`config.mk`:
```
export PLATFORM = sky130hd
export DESIGN_NAME = ring_osc_meas_ctrl
export DESIGN_NICKNAME = d
export VERILOG_FILES = /design/src/rtl/ring_osc_meas_pkg.sv /design/src/rtl/ro_edge_sync.sv /design/src/rtl/ring_osc_meas_ctrl.sv
export SDC_FILE = /design/constraint.sdc
export NUM_CORES = 1
export LEC_CHECK = 0
export CAP_MARGIN = 15
export CORE_MARGIN = 2
export CORE_UTILIZATION = 45
export CTS_BUF_LIST = sky130_fd_sc_hd__clkbuf_4 sky130_fd_sc_hd__clkbuf_8
export DETAILED_ROUTE_END_ITERATION = 16
export GPL_ROUTABILITY_DRIVEN = 1
export HOLD_SLACK_MARGIN = 0.12
export PLACE_DENSITY_LB_ADDON = 0.25
export SYNTH_ARGS = -nofsm -noshare
export SYNTH_HDL_FRONTEND = slang
export SYNTH_SLANG_ARGS = --single-unit
```
`constraint.sdc`:
```
create_clock -name clk -period 2.55 [get_ports clk]
set_input_delay 0.51 -clock clk [delete_from_list [all_inputs] [get_ports clk]]
set_output_delay 0.51 -clock clk [all_outputs]
set_load 0.005 [all_outputs]
```
`src/rtl/ring_osc_meas_pkg.sv`:
```
// Shared types and helpers for the ring oscillator measurement controller.
package ring_osc_meas_pkg;

    typedef enum logic [1:0] {
        IDLE    = 2'd0,
        SETTLE  = 2'd1,
        MEASURE = 2'd2,
        DONE    = 2'd3
    } state_t;

    function automatic int max_int(input int a, input int b);
        return (a > b) ? a : b;
    endfunction

endpackage

```
`src/rtl/ro_edge_sync.sv`:
```
// Two-flop synchroniser for the asynchronous ring output plus a delay flop
// for rising-edge detection in the clk domain.
module ro_edge_sync (
    input  logic clk,
    input  logic rst_n,
    input  logic ro_out,
    output logic rise
);

    logic sync1;
    logic sync2;
    logic sync_d;

    // NOTE: sequential state uses non-blocking assignments so every flop samples the pre-edge value of its neighbour.
    always_ff @(posedge clk or negedge rst_n) begin
        if (!rst_n) begin
            sync1  <= 1'b0;
            sync2  <= 1'b0;
            sync_d <= 1'b0;
        end else begin
            sync1  <= ro_out;
            sync2  <= sync1;
            sync_d <= sync2;
        end
    end

    assign rise = sync2 & ~sync_d;

endmodule

```
`src/rtl/ring_osc_meas_ctrl.sv`:
```
// Enables the ring oscillator, lets it settle, counts its rising edges over a
// programmable gate window and reports the saturating count with a done pulse.
module ring_osc_meas_ctrl
    import ring_osc_meas_pkg::*;
#(
    parameter int SETTLE_CYCLES = 16,
    parameter int GATE_W        = 12,
    parameter int CNT_W         = 12
) (
    input  logic              clk,
    input  logic              rst_n,
    input  logic              start,
    input  logic              abort,
    input  logic [GATE_W-1:0] gate_cycles,
    input  logic              ro_out,
    output logic              ro_en,
    output logic              busy,
    output logic              done,
    output logic [CNT_W-1:0]  count,
    output logic              overflow
);

    localparam int TMR_W = max_int($clog2(SETTLE_CYCLES + 1), GATE_W);
    localparam logic [TMR_W-1:0] SETTLE_LOAD = TMR_W'(SETTLE_CYCLES - 1);
    localparam logic [CNT_W-1:0] CNT_MAX = '1;

    state_t            state;
    logic [GATE_W-1:0] gate_q;
    logic [TMR_W-1:0]  tmr;
    logic [CNT_W-1:0]  cnt;
    logic              ovf_acc;
    logic              edge_rise;
    logic [CNT_W-1:0]  cnt_nxt;
    logic              ovf_nxt;

    ro_edge_sync u_sync (
        .clk    (clk),
        .rst_n  (rst_n),
        .ro_out (ro_out),
        .rise   (edge_rise)
    );

    // NOTE: every always_comb output gets a default first so no latch can be inferred.
    always_comb begin
        cnt_nxt = cnt;
        ovf_nxt = ovf_acc;
        if (state == MEASURE && edge_rise) begin
            if (cnt == CNT_MAX) begin
                ovf_nxt = 1'b1;
            end else begin
                cnt_nxt = cnt + 1'b1;
            end
        end
    end

    always_ff @(posedge clk or negedge rst_n) begin
        if (!rst_n) begin
            state    <= IDLE;
            gate_q   <= '0;
            tmr      <= '0;
            cnt      <= '0;
            ovf_acc  <= 1'b0;
            ro_en    <= 1'b0;
            busy     <= 1'b0;
            done     <= 1'b0;
            count    <= '0;
            overflow <= 1'b0;
        end else if (abort && state != IDLE) begin
            state <= IDLE;
            ro_en <= 1'b0;
            busy  <= 1'b0;
            done  <= 1'b0;
        end else begin
            case (state)
                IDLE: begin
                    done <= 1'b0;
                    if (start && !abort) begin
                        gate_q  <= gate_cycles;
                        cnt     <= '0;
                        ovf_acc <= 1'b0;
                        tmr     <= SETTLE_LOAD;
                        state   <= SETTLE;
                        ro_en   <= 1'b1;
                        busy    <= 1'b1;
                    end
                end
                SETTLE: begin
                    if (tmr == '0) begin
                        if (gate_q == '0) begin
                            state    <= DONE;
                            done     <= 1'b1;
                            ro_en    <= 1'b0;
                            count    <= cnt;
                            overflow <= ovf_acc;
                        end else begin
                            state <= MEASURE;
                            tmr   <= TMR_W'(gate_q) - 1'b1;
                        end
                    end else begin
                        tmr <= tmr - 1'b1;
                    end
                end
                MEASURE: begin
                    cnt     <= cnt_nxt;
                    ovf_acc <= ovf_nxt;
                    // The edge seen in the last gate cycle still belongs to the result.
                    if (tmr == '0) begin
                        state    <= DONE;
                        done     <= 1'b1;
                        ro_en    <= 1'b0;
                        count    <= cnt_nxt;
                        overflow <= ovf_nxt;
                    end else begin
                        tmr <= tmr - 1'b1;
                    end
                end
                DONE: begin
                    state <= IDLE;
                    done  <= 1'b0;
                    busy  <= 1'b0;
                end
                default: begin
                    state <= IDLE;
                    ro_en <= 1'b0;
                    busy  <= 1'b0;
                    done  <= 1'b0;
                end
            endcase
        end
    end

endmodule

```
==> reports/results.ini <==
[outcome]
outcome = finished clean

[clock_network]
cts_tree = built
cts_max_path_buffers = 2
h-tree-depth = 3
postCtsHoldBufs = 0
path_clk_slew_ns = 0.07
cts_resized = 0
cts_setup_buffers = 0
clock_latency_ns = 0.35
root_buffer = clkbuf_8
cts_made_buffers = 9
cts.sinks = 58

[global_routing]
grt_max_degree = 27
grt_usage_pct = 21.30
grt_pass1_wl_um = 14150
grt_pass1_vias = 2845
overflow = 0
antenna_found_initial = 0

[die]
die_w_um = 91.75
die_y_um = 91.75
start_util_pct = 47.01
num_rows = 31
io_pins = 33
core_area_sq_um = 7370
die-area_sq_um = 8417

[layout]
regArea_sq_um = 1451
layout_commonest_cell = dfrtp_1
design_area_sq_um = 4143
drive_above_1_share_pct = 19.04
multiInputGateArea_sq_um = 1883
final_cell_mix = dfrtp_1, clkdlybuf4s50_1, mux2_2
n_antenna_cell = 0
area_growth_pct = 19.57
n_fill_cell = 651
nets = 415

[power_and_ir_drop]
irDropWorstVdd_uv = 541.8
power_frac_seq_pct = 35.6
p_leak_nw = 1.731
comb_power_share_pct = 45.8
p_per_area_nw_per_um2 = 978.1
p_int_mw = 2.405
switching_share_pct = 40.65
total_power_mw = 4.052
p_switching_mw = 1.647
clkPwrFrac_pct = 18.6

[placement]
hpwlAfterDp_um = 5877
dpl_cell_area_sq_um = 3950
gp_congestion = 0.8532
port_buffers = 32

[synth]
synth_edf_count = 0
syn_inst = 347
synth_top_cell_by_area = dfrtp_1
syn_area_sq_um = 3465
ys_seq_area_share_pct = 41.89
yosysWarningCount = 0
ys_async_sr_fraction_pct = 100.0
syn_nets = 373
syn_avg_cell_area_sq_um = 9.984
synth_cell_types = 60
synth_top_area_share_pct = 41.89
synth_area_leaders = dfrtp_1, mux2_2, xnor2_1
ys.flop_type = dfrtp_1
synth-seq-cells = 58

[sta]
skew_ns = 0.01112
whs_ns = 0.1616
relSlewSlack_pct = 57.53
setup_viol = 0
period_minus_slack_ns = 2.432
slew_viol_final = 0
tightestPinTransition_ns = 0.6319
timing.fmax_mhz = 411.2
rsz0062_at_grt = false
post-route-period-util_pct = 95.36
hold_violations = 0
tns_ns = 0

[worst_setup_path]
worstSetupEndpointType = flip-flop
crit_type = flip-flop to flip-flop
startpoint_type = flip-flop
worstPathMaxFanout = 9
cp.required_ns = 2.77
worstReg2RegStart = tmr[6]
cp.arrival_ns = 2.65
cp_cell_sequence = or4_1 -> nor3_4 -> a21oi_4 -> nor2_2 -> buf_4 -> mux2_2
startpoint = tmr[6]
max_stage_delay_ns = 0.73
rr_worst_depth = 6
slowest_stage = or4_1

[routing]
dr.first_iter.drc_count = 236
drc_errors = 0
post_drt_wl_per_cell_um = 16.52
wirelength_um = 8142
num_vias = 2885
wl_met3_um = 431
vias_per_cell = 5.852
drtPass1Iterations = 4
top_layer_used = met4
ant_nets = 0
met1_length_um = 4068
dr_wl_met2_um = 3530

[run]
drv_cap = 0

[min_path]
hold_path.class = input port to async pin

[cell usage after synthesis, types with 4 or more instances]
cell type and instances:
dfrtp_1 58, mux2_2 22, o21ai_0 21, nand2_1 18, inv_1 17, nor2_1 15, a21oi_1 14, clkbuf_1 14
xnor2_1 14, a22o_1 9, ha_1 9, nand3_1 9, nor3_1 9, nor4_1 8, o22ai_1 7, o31ai_1 7
or4_1 7, or3_1 6, nand2b_1 5, mux2i_1 4, nand4_1 4, o32ai_1 4, o41ai_1 4, xor2_1 4
[routing by layer]
metal  track usage, %  vias to the layer above
met2            29.96                       84
met5                0                        -
met3            5.094                        8
met1            32.09                     1396
li1                 -                     1397
met4            7.090                        0
[per-stage QoR]
step / setup WS, ns / cells / utilization (%)
after floorplan: 0.2104 / 347 / -
after global placement: 0.1351 / 477 / 53.60
after detailed placement: 0.06467 / 477 / 53.60
after CTS: 0.04892 / 493 / 55.91
after global routing: 0.01150 / 493 / 56.21
final: 0.1183 / 493 / 56.21
[cell type report]
type | instances | share of cell area (%)
inverters | 17 | 1.540
well taps | 99 | 2.990
clock inverters | 5 | 0.7551
flip-flops and latches | 58 | 35.03
clock buffers | 11 | 3.352
multi-input cells | 253 | 45.45
repair buffers | 50 | 10.87
[power by group through the flow]
| stage | clock network (mW) | registers (mW) | logic [mW] |
|---|---|---|---|
| 2_1_floorplan | 0 | 1.37 | 1.34 |
| 3_3_place_gp | 0 | 1.44 | 1.79 |
| 3_5_place_dp | 0 | 1.44 | 1.82 |
| 4_1_cts | 0.771 | 1.43 | 1.84 |
| 5_1_grt | 0.817 | 1.48 | 2.06 |
| 6_report | 0.755 | 1.44 | 1.86 |
[state kept, by name, indices dropped and copies added, names as in the netlist]
register,count
ro_en,1
state,2
ovf_acc,1
busy,1
u_sync.sync_d,1
u_sync.sync1,1
u_sync.sync2,1
cnt,12
done,1
gate_q,12
count,12
tmr,12
overflow,1
[critical path: cells and delay by family, from the launching register on]
family / cells / cell delay, ns
compound gates: 1 / 0.14
buf+inv: 1 / 0.17
flops: 1 / 0.40
mux: 1 / 0.35
simple gates: 3 / 1.24
[kinds of logic after synthesis]
kind of cell | Yosys count | synth area share [%]
AND/OR/NAND/NOR | 104 | 17.41
AO/OA/AOI/OAI | 96 | 20.19
flip-flops | 58 | 41.89
buffers and inverters | 36 | 4.406
multiplexers | 26 | 8.306
XOR/XNOR | 18 | 4.550
adder cells (fa/ha/maj) | 9 | 3.250
[final timing paths]
| kind | end | slack [ns] |
|---|---|---|
| max in group asynchronous | count[11] | 1.68 |
| max reg2reg | count[11] | 0.12 |
| min in group clk | u_sync.sync2 | 0.35 |
| min | gate_q[2] | 0.16 |
| min reg2reg | u_sync.sync2 | 0.35 |
| max | count[11] | 0.12 |
(Power assumes the default switching activity.)
